$ cat config.mk
export PLATFORM = sky130hd
export DESIGN_NAME = bcd_updown_counter
export DESIGN_NICKNAME = d
export VERILOG_FILES = /design/src/rtl/bcd_updown_counter.sv
export SDC_FILE = /design/constraint.sdc
export NUM_CORES = 1
export LEC_CHECK = 0
export CAP_MARGIN = 20
export CORE_ASPECT_RATIO = 1.5
export CORE_MARGIN = 1.5
export CORE_UTILIZATION = 30
export CTS_CLUSTER_SIZE = 25
export DETAILED_ROUTE_END_ITERATION = 8
export GPL_TIMING_DRIVEN = 0
export PLACE_DENSITY = 0.61
export SLEW_MARGIN = 0
export SYNTH_ARGS = -nofsm -noshare
export SYNTH_HDL_FRONTEND = slang
export SYNTH_SLANG_ARGS = --single-unit
$ cat constraint.sdc
create_clock -name clk -period 4.2 [get_ports clk]
set_clock_uncertainty 0.05 [all_clocks]
set_input_delay 0.84 -clock clk [delete_from_list [all_inputs] [get_ports clk]]
set_output_delay 0.84 -clock clk [all_outputs]
set_load 0.005 [all_outputs]
$ cat src/rtl/bcd_updown_counter.sv
// N-digit synchronous BCD up/down counter with enable, parallel load,
// and wrap or saturate behaviour at the terminal value.
module bcd_updown_counter #(
    parameter int DIGITS   = 2,
    parameter int SATURATE = 0
) (
    input  logic                  clk,
    input  logic                  reset_n,
    input  logic                  en,
    input  logic                  up,
    input  logic                  load,
    input  logic [4*DIGITS-1:0]   load_val,
    output logic [4*DIGITS-1:0]   count,
    output logic                  tc,
    output logic                  ovf
);

    logic [4*DIGITS-1:0] count_q, count_d;
    logic                ovf_q, ovf_d;
    logic [4*DIGITS-1:0] stepped;
    logic [4*DIGITS-1:0] clamped;
    logic                all_nine;
    logic                all_zero;
    logic                term;
    logic                carry;
    logic [3:0]          dig;

    always_comb begin
        stepped  = count_q;
        clamped  = '0;
        all_nine = 1'b1;
        all_zero = 1'b1;
        carry    = 1'b1;
        dig      = '0;
        for (int i = 0; i < DIGITS; i++) begin
            dig = count_q[4*i +: 4];
            if (dig != 4'd9) all_nine = 1'b0;
            if (dig != 4'd0) all_zero = 1'b0;
            // carry means every lower digit sits at its rollover value
            if (carry) begin
                if (up) stepped[4*i +: 4] = (dig == 4'd9) ? 4'd0 : dig + 4'd1;
                else    stepped[4*i +: 4] = (dig == 4'd0) ? 4'd9 : dig - 4'd1;
            end
            carry = carry & (up ? (dig == 4'd9) : (dig == 4'd0));
            clamped[4*i +: 4] = (load_val[4*i +: 4] > 4'd9) ? 4'd9
                                                            : load_val[4*i +: 4];
        end
    end

    assign term = up ? all_nine : all_zero;
    assign tc   = en & ~load & term;

    always_comb begin
        count_d = count_q;
        ovf_d   = 1'b0;
        if (load) begin
            count_d = clamped;
        end else if (en) begin
            ovf_d = term;
            if (!(term && SATURATE != 0)) count_d = stepped;
        end
    end

    always_ff @(posedge clk) begin
        if (reset_n) begin
            count_q <= '0;
            ovf_q   <= 1'b0;
        end else begin
            count_q <= count_d;
            ovf_q   <= ovf_d;
        end
    end

    assign count = count_q;
    assign ovf   = ovf_q;

endmodule

==> flow_summary.json <==
{
  "status": "complete, no violations",
  "antenna_cells": 0,
  "drive_gt1_share_pct": 13.74,
  "first_iter_violations": 12,
  "rsz0062_at_grt": "no",
  "cts_buffer_depth": 2,
  "fmax_ghz": 0.2646,
  "wl_mm": 2.217,
  "cts.reportedPaths.clkPinSlew_ps": 50,
  "synth-seq-cells": 9,
  "synth_edf_count": 0,
  "dpl_cell_area_um2": 1065,
  "antenna_found_initial": 0,
  "holdCritPathClass": "reg2reg",
  "yosys.area_share.simple_pct": 28.25,
  "gr-usage-all-layers_pct": 15.80,
  "cts_inserted_buffers": 3,
  "cp.arrival_ps": 2890,
  "synth.avg_cell_area_um2": 7.669,
  "num_vias": 898,
  "finalSetupTns_ps": 0,
  "rr_startpoint": "count[2]",
  "hold-path-endpoint": "count[7]",
  "whs_path_depth": 2,
  "grt_max_degree": 11,
  "hold_buffers": 0,
  "cts-root-buf": "clkbuf_8",
  "period_needed_ps": 3779,
  "final_antenna_net_count": 0,
  "path_delay_family": "buffers and inverters",
  "firstDrtPassIters": 2,
  "synth_compound_area_share_pct": 33.23,
  "yosysTopAreaCell": "dfxtp_1",
  "path_class": "in2out",
  "gp_congestion": 0.8365,
  "synth.distinct_cells": 42,
  "final_area_um2": 1110,
  "p_leak_nw": 0.3781,
  "power-per-cell-area_nw_per_um2": 271.9,
  "synthMuxAreaShare_pct": 1.360,
  "die_h_um": 67.36,
  "wire_per_inst_um": 13.20,
  "avgViaCountPerCell": 5.345,
  "ys_seq_area_share_pct": 21.75,
  "synth-adder-area-share_pct": 0,
  "r2r_slack_ps": 2430,
  "nets": 145,
  "hold-worst-slack_ps": 604.9,
  "setup_viol": 0,
  "crit_chain": "clkdlybuf4s50_1 > buf_2 > nor4_1 > nand3_1 > a21oi_1 > clkdlybuf4s50_1",
  "hold_viol": 0,
  "ys_top_cells_by_area": "dfxtp_1, xnor2_1, a221oi_1, o21ai_0, nor2_1",
  "synth_top_area_share_pct": 21.75,
  "cts_max_level": 1,
  "syn_inst": 108,
  "area_growth_pct": 33.99,
  "cp_slowest_cell": "clkdlybuf4s50_1",
  "post-dp-hpwl_mm": 1.720,
  "cts_tree": "yes",
  "path_common_cell": "clkdlybuf4s50_1",
  "syn_nets": 121,
  "drc_errors": 0,
  "clk_latency_ps": 240,
  "yosys_warnings": 0,
  "r2r_cells": 5,
  "grt_overflow": 0,
  "dieArea_um2": 3092,
  "critPathMaxStageDelay_ps": 550,
  "synth_area_um2": 828.3,
  "slew-limit-headroom_pct": 64.22,
  "io_pins": 23,
  "maxCapViolations": 0,
  "io_buffer_count": 19,
  "path_depth": 6,
  "synth_top_family_by_area": "compound AO/OA/AOI/OAI gates",
  "min-delay-start": "count[7]",
  "worstPathRequired_ps": 3310,
  "startpoint_type": "input port",
  "clock_sinks": 9,
  "cts_setup_buffers": 0,
  "fp.coreArea_um2": 2648,
  "initial_core_util_pct": 31.29,
  "synthArstFlopShare_pct": 0,
  "crit_buf_inv": 3,
  "reg2reg_to": "ovf",
  "final_max_slew_viol_count": 0,
  "die_x_um": 45.90,
  "cts_resized": 0,
  "synthTopCellsByCount": "dfxtp_1, nor2_1, o21ai_0",
  "grt_pass1_wl_mm": 3.588,
  "synth-xor-area-share_pct": 5.287,
  "synth_top_flop_cell": "dfxtp_1",
  "fin_crit_sh_pct": 89.98,
  "cp_max_fo": 10,
  "worst_pin_slew_ps": 531.8,
  "irDropWorstVdd_v": 0.0001388,
  "grt_pass1_vias": 839,
  "end_kind": "primary output",
  "std_cell_rows": 23
}
power breakdown:
group          leakage, nW  switching (mW)  internal, mW
Sequential          0.0745         0.00593        0.0919
Combinational        0.281          0.0495        0.0510
Clock               0.0228          0.0371        0.0664
worst register-to-register path: cells and delay by family, from the launching register on:
kind                   cells  cell delay, ps
buffers and inverters      1             220
DFF                        1             330
AOI/OAI and AO/OA          1             280
and+or+nand+nor            3             830
flip-flops by register name, summed over array words and instances (netlist names):
name	cells
ovf	1
count	8
cells by family after synthesis:
| logic type | after synthesis |
|---|---|
| buf+inv | 16 |
| flops | 9 |
| mux | 1 |
| simple gates | 41 |
| compound gates | 36 |
| xor+xnor | 5 |
area by class of cell:
class	instances	area [um^2]
timing repair buffer	19	190.2
inverter	4	15.01
tap	37	46.29
multi-input combinational	83	564.3
fill	294	1538
buffer	12	68.82
clock buffer	4	45.04
sequential	9	180.2
routing by layer:
metal	routed length [um]	track usage [%]	vias up	part of all wire [%]
met5	0	0	-	0
li1	-	-	445	-
met3	82	2.674	9	3.7
met1	930	18.09	420	42
met4	65	8.929	0	2.9
met2	1137	26.56	24	51
how the worst max path moves through the flow:
stage	start	end
2_1_floorplan	up	tc
3_3_place_gp	up	tc
3_5_place_dp	up	tc
4_1_cts	up	tc
5_1_grt	up	tc
6_report	up	tc
layout by cell type (no fill, tap or decap), types with 2 or more instances in the layout:
cell type        instances
nand2b_1                 2
nor3_1                   2
o22ai_1                  2
a31oi_1                  3
inv_1                    4
clkbuf_8                 3
dfxtp_1                  9
nand3b_1                 4
nand3_1                  4
a221oi_1                 4
nor2_1                   9
o21ai_0                  7
nor2b_1                  5
xnor2_1                  5
clkbuf_1                 5
a21oi_1                  6
buf_2                    4
a22oi_1                  2
buf_6                    2
clkdlybuf4s50_1         19
o21bai_1                 2
nand2_1                  6
through the flow:
stage	power, mW	setup WS (ps)	cells	utilization, %
after detailed placement	0.1999	430.5	164	40.22
after global routing	0.3201	349.7	168	41.92
after floorplan	0.1644	1729	108	-
after CTS	0.3033	417.3	168	41.92
after global placement	0.1981	470.6	164	40.22
final	0.3018	421.0	168	41.92
Note: power is estimated with default switching activity, not from simulation.
